==> src/rtl/bin2bcd_seq.sv <==
// bin2bcd_seq: sequential binary-to-BCD converter (shift-add-3, one bit per clock).
// Feeds per-digit seg7 decoders and provides leading-zero blank flags for HEX digits.
//
// Handshake: start is sampled only in IDLE, and bin is captured on the same edge.
// busy is high from the accepting edge until the result edge. done is a
// one-cycle pulse in the cycle after busy falls, and bcd/blank already hold the
// new result in that cycle. A start seen while busy is dropped, not queued.
module bin2bcd_seq #(
    parameter int WIDTH  = 16,
    parameter int DIGITS = 5
) (
    input  logic                  clk,
    input  logic                  reset,
    input  logic                  start,
    input  logic [WIDTH-1:0]      bin,
    output logic                  busy,
    output logic                  done,
    output logic [4*DIGITS-1:0]   bcd,
    output logic [DIGITS-1:0]     blank
);

    localparam int CW = $clog2(WIDTH + 1);
    localparam logic [DIGITS-1:0] BLANK_RST = {DIGITS{1'b1}} << 1;

    typedef enum logic [1:0] {
        IDLE  = 2'd0,
        SHIFT = 2'd1,
        DONE  = 2'd2
    } state_t;

    // state is kept as a named signal so checkers can bind to it directly
    state_t state;
    state_t state_next;

    logic [WIDTH-1:0]    shreg;
    logic [4*DIGITS-1:0] scratch;
    logic [4*DIGITS-1:0] scratch_adj;
    logic [CW-1:0]       cnt;
    logic [DIGITS-1:0]   blank_next;
    logic                upper_zero;

    // state register
    always_ff @(posedge clk) begin
        if (reset) begin
            state <= IDLE;
        end else begin
            state <= state_next;
        end
    end

    // next-state logic; the counter reaching 1 marks the last shift edge
    always_comb begin
        state_next = state;
        case (state)
            IDLE:    if (start) state_next = SHIFT;
            SHIFT:   if (cnt == CW'(1)) state_next = DONE;
            DONE:    state_next = IDLE;
            default: state_next = IDLE;
        endcase
    end

    assign busy = (state != IDLE);

    // add-3 correction on every scratch digit that is 5 or more, before the shift
    always_comb begin
        scratch_adj = scratch;
        for (int i = 0; i < DIGITS; i++) begin
            if (scratch[4*i +: 4] >= 4'd5) begin
                scratch_adj[4*i +: 4] = scratch[4*i +: 4] + 4'd3;
            end
        end
    end

    // leading-zero flags: digit i is blank when it and every digit above it are zero
    always_comb begin
        blank_next = '0;
        upper_zero = 1'b1;
        for (int i = DIGITS - 1; i > 0; i--) begin
            upper_zero    = upper_zero && (scratch[4*i +: 4] == 4'd0);
            blank_next[i] = upper_zero;
        end
    end

    // datapath: capture, shift, and publish the result; outputs only move on DONE
    always_ff @(posedge clk) begin
        if (reset) begin
            shreg   <= '0;
            scratch <= '0;
            cnt     <= '0;
            bcd     <= '0;
            blank   <= BLANK_RST;
            done    <= 1'b0;
        end else begin
            done <= 1'b0;
            case (state)
                IDLE: begin
                    if (start) begin
                        shreg   <= bin;
                        scratch <= '0;
                        cnt     <= CW'(WIDTH);
                    end
                end
                SHIFT: begin
                    scratch <= {scratch_adj[4*DIGITS-2:0], shreg[WIDTH-1]};
                    shreg   <= {shreg[WIDTH-2:0], 1'b0};
                    cnt     <= cnt - CW'(1);
                end
                DONE: begin
                    bcd   <= scratch;
                    blank <= blank_next;
                    done  <= 1'b1;
                end
                default: begin
                end
            endcase
        end
    end

endmodule

==> config.mk <==
export PLATFORM = sky130hd
export DESIGN_NAME = bin2bcd_seq
export DESIGN_NICKNAME = d
export VERILOG_FILES = /design/src/rtl/bin2bcd_seq.sv
export SDC_FILE = /design/constraint.sdc
export NUM_CORES = 1
export LEC_CHECK = 0
export CAP_MARGIN = 20
export CORE_MARGIN = 3
export CORE_UTILIZATION = 45
export CTS_CLUSTER_DIAMETER = 40
export DETAILED_ROUTE_END_ITERATION = 8
export HOLD_SLACK_MARGIN = 0.02
export PLACE_DENSITY = 0.75
export SYNTH_ARGS = -nofsm -noshare
export SYNTH_HDL_FRONTEND = slang
export SYNTH_SLANG_ARGS = --single-unit
==> constraint.sdc <==
create_clock -name clk -period 2.1 [get_ports clk]
set_clock_uncertainty 0.05 [all_clocks]
set_input_delay 0.42 -clock clk [delete_from_list [all_inputs] [get_ports clk]]
set_output_delay 0.42 -clock clk [all_outputs]
set_load 0.02 [all_outputs]
### After elaboration in Yosys (flattened, before gate mapping)

Cells that the tools add are included.
W data, S select, Z words.

* input bits: 19
* output and inout bits: 27
* word-level logic and storage cells: 50
* bits in registers: 68

* add/subtract/negate cells: 6
* multiplexer cells: 15
* $lt $le $gt $ge: 5
* equality and inequality tests: 5
* reduce and logical (&&, ||, !) cells: 12

Operator list (count)
* $pmux W20 S2: 1
* $pmux W16 S2: 1
* $ge A4 B3 Y1 const B: 5
* $mux W20: 1
* $add A4 B2 Y4 const B: 4
* $logic_not A4 Y1: 4
* $mux W16: 1
* $mux W4: 4
* $pmux W5 S2: 1
* $eq A5 B1 Y1 const B: 1
* $mux W5: 1
* $sub A5 B1 Y5 const B: 1
* $mux W2: 2
* $ne A2 B2 Y1 const B: 2
* $pmux W2 S2: 1
* $reduce_and A2 Y1: 2
* $reduce_bool A2 Y1: 2
* $add A3 B2 Y3 const B: 1
* $logic_and A1 B1 Y1: 3
* $mux W3: 1
* $eq A2 B1 Y1 const B: 1
* $eq A2 B2 Y1 const B: 1
* $logic_not A2 Y1: 1
* $mux W1: 1

### Logic depth before layout (Yosys ltp)

* word-level depth: 4
* depth in mapped cells: 6
* depth with buffers taken out: 6

### Least setup slack after synthesis

Ideal clock, no wire load.

* path type: register to output
* from: register state[1]
* to: output port busy
* required time: 1.630 ns
* arrival time: 1.088 ns
* stages on the path, launching flop included: 5
* setup slack: 0.542 ns
* path buffers: 3
* path through: dfxtp_1 > buf_2 > buf_2 > buf_2 > or2_2

* longest elaborated chain between the ends: 1

RTL lines
* from (decl): RTL line 32 `state_t state;`
* from (signal assigned): RTL line 47 `state <= state_next;`
* $reduce_bool A2 Y1: RTL line 62 `assign busy = (state != IDLE);`
* to (decl): RTL line 16 `output logic busy,`

No other way between the ends.

### Final worst setup path

* from: register state[0]
* to: output port busy

Same word-level chain as after synthesis.

==> metrics <==
run status=finished, final reports clean; minimum clock period=1.99 ns; met2 Use GR=0.312; Main synth FF type=dfxtp_1; fmax=0.503 GHz; met3 Use GR=0.0592; Slew HR=0.434; share of cells above drive strength 1=0.0934; vias in the first global route=2695; Hold/Removal Path Class=in2reg; number of synthesized flops with an enable pin=0; Remaining Overflow, GRT=0; CTS buffer count=9; syn nets=427; area leader, netlist=dfxtp_1; Crit. End Element=output port; die width=90.7 microns; first-pass GRT wire length=12.2 mm; Clock Latency Late Sink=0.34 ns; Area after DPL=3760 sq um; Post-Route WL=7.09 mm; cells after synthesis=393; reg2reg start=state[1]; clock slew at reported path FFs=0.08 ns; synth top area cells=dfxtp_1, a21oi_1, ha_1; Cells after DPL=519; post-synthesis sequential area ratio=0.422; Layout area overhead=22.5%; CTS Sinks=68; R2R cell count=4; Max Cap Violations=0; nets=468; row cnt=30; required time of the critical path=1.63 ns; top cell type's share of synthesized area=0.422; ant diodes=0; die area=8230 sq um; largest net degree at the start of global routing=49; met1 usage=0.213; critical setup path kind=reg2out; antenna violations before repair=0; # port buffers=44; setup slack, reg-to-reg=0.32 ns; FF-to-FF End=state[1]; synthesized area per cell=8.22 sq um; total track usage=0.179; hold buffer count at cts=0; Initial DRC Count=98; core area=6870 sq um; vias per cell=5.30; CP Capture Point=busy; total number of vias=2836; Root Buffer=clkbuf_8; asr flop ratio synth=0; DR DRC count=0; count of pins over their slew limit=0; setup tns final=0 ns; Top Usage Layer GRT=met2; Yosys warnings=0; htree depth=3; final instance area=3960 sq um; CP max FO=2; Yosys cell types=48; final hold vios=0; Final setup violation count=0; I/O pins=46; DR pass1 iterations=4; post-route ant nets=0; CTS tree=built; CP Launch Point=state[0]; Layout Cells excl Fill=535; CTS resizes=0; CTS max path bufs=2; Leak Pwr=1.50 nW; RSZ-0062 raised after global routing=false; GP Congestion=0.800; synthesized flop and latch total=68; Peak VDD IR=332 uV; setup bufs post-CTS=0; worst-margin pin slew=0.846 ns; Mapped Area=3230 sq um; routed len/inst=13.3 microns; die height=90.7 microns; pwr dens=692 nW/um^2; Final Cycle Share=0.947; Initial Utilization=0.470; crit start category=flop; hpwl dp=4.78 mm; Worst EP arrival=1.52 ns
-- cell families (layout without fill, tap and decap cells) --
| family | after synthesis | in the layout | synth area share |
|---|---|---|---|
| adder cells (fa/ha/maj) | 15 | 15 | 0.0581 |
| AO/OA/AOI/OAI | 114 | 114 | 0.229 |
| other | 1 | 1 | 0.00116 |
| buffers and inverters | 51 | 97 | 0.0686 |
| multiplexers | 5 | 5 | 0.0155 |
| XOR/XNOR | 6 | 6 | 0.0163 |
| AND/OR/NAND/NOR | 133 | 133 | 0.189 |
| flip-flops | 68 | 68 | 0.422 |
-- critical path: stages, from the launching register on --
cell	delay, ns
dfxtp_1	0.31
or2_2	0.32
clkdlybuf4s50_1	0.55
-- registers in the layout, indices dropped and copies added, names as in the netlist --
register	flops
bcd	20
cnt	5
state	2
blank	4
shreg	16
scratch	20
done	1
-- worst min path at each step --
stage	from	endpoint	slack, ns	cells past startpoint
after detailed placement	bcd[13]	bcd[13]	0.40	2
after CTS	reset	cnt[3]	0.34	2
after global placement	bcd[6]	bcd[6]	0.39	2
after global routing	reset	cnt[3]	0.35	2
after floorplan	scratch[17]	bcd[17]	0.40	2
final	reset	cnt[3]	0.35	2
-- through the flow --
step | setup slack [ns] | utilization | hold WS (ns) | total power [mW]
after floorplan | 0.542 | - | 0.395 | 1.60
after global placement | 0.179 | 0.548 | 0.393 | 1.70
after detailed placement | 0.119 | 0.548 | 0.398 | 1.71
after CTS | 0.101 | 0.576 | 0.336 | 2.75
after global routing | 0.0517 | 0.576 | 0.349 | 2.86
final | 0.112 | 0.576 | 0.348 | 2.74
-- placed cells by master (no fill, tap or decap), drive strengths merged, types with 3 or more instances in the layout --
cell,instances
inv,25
a2111oi,6
o21ai,13
nand2b,10
xnor2,5
ha,15
nor3,6
nor2,48
a22oi,3
clkbuf,10
a22o,12
buf,14
nor2b,8
mux2i,5
o22ai,3
clkdlybuf4s50,43
a21oi,59
o221a,7
nand2,45
dfxtp,68
nand3,5
nor4b,3
-- final cells by class --
| type | count | area, sq um |
|---|---|---|
| fill | 635 | 2910 |
| sequential | 68 | 1360 |
| timing repair buffer | 57 | 546 |
| clock inverter | 6 | 63.8 |
| multi-input combinational | 274 | 1650 |
| inverter | 24 | 90.1 |
| tap | 96 | 120 |
| clock buffer | 10 | 128 |
-- where the power goes --
part	switching (mW)	internal, mW
Clock	0.509	0.548
Combinational	0.171	0.137
Sequential	0.0335	1.34
-- cell usage after synthesis (3+ instances only) --
cell,n
a21oi_1,59
a22o_1,12
a22oi_1,3
buf_2,15
clkbuf_1,8
dfxtp_1,68
ha_1,15
inv_1,23
mux2i_1,5
nand2_1,45
nand2b_1,10
nand3_1,5
nor2_1,48
nor2b_1,8
nor3_1,6
o21ai_0,12
o221a_2,7
o22ai_1,3
xnor2_1,5
-- layer usage --
layer  wire length [microns]  up-vias
li1                        -     1431
met1                    3280     1312
met2                    3350       87
met3                     401        6
met4                      65        0
met5                       0        -
(Power assumes the default switching activity.)
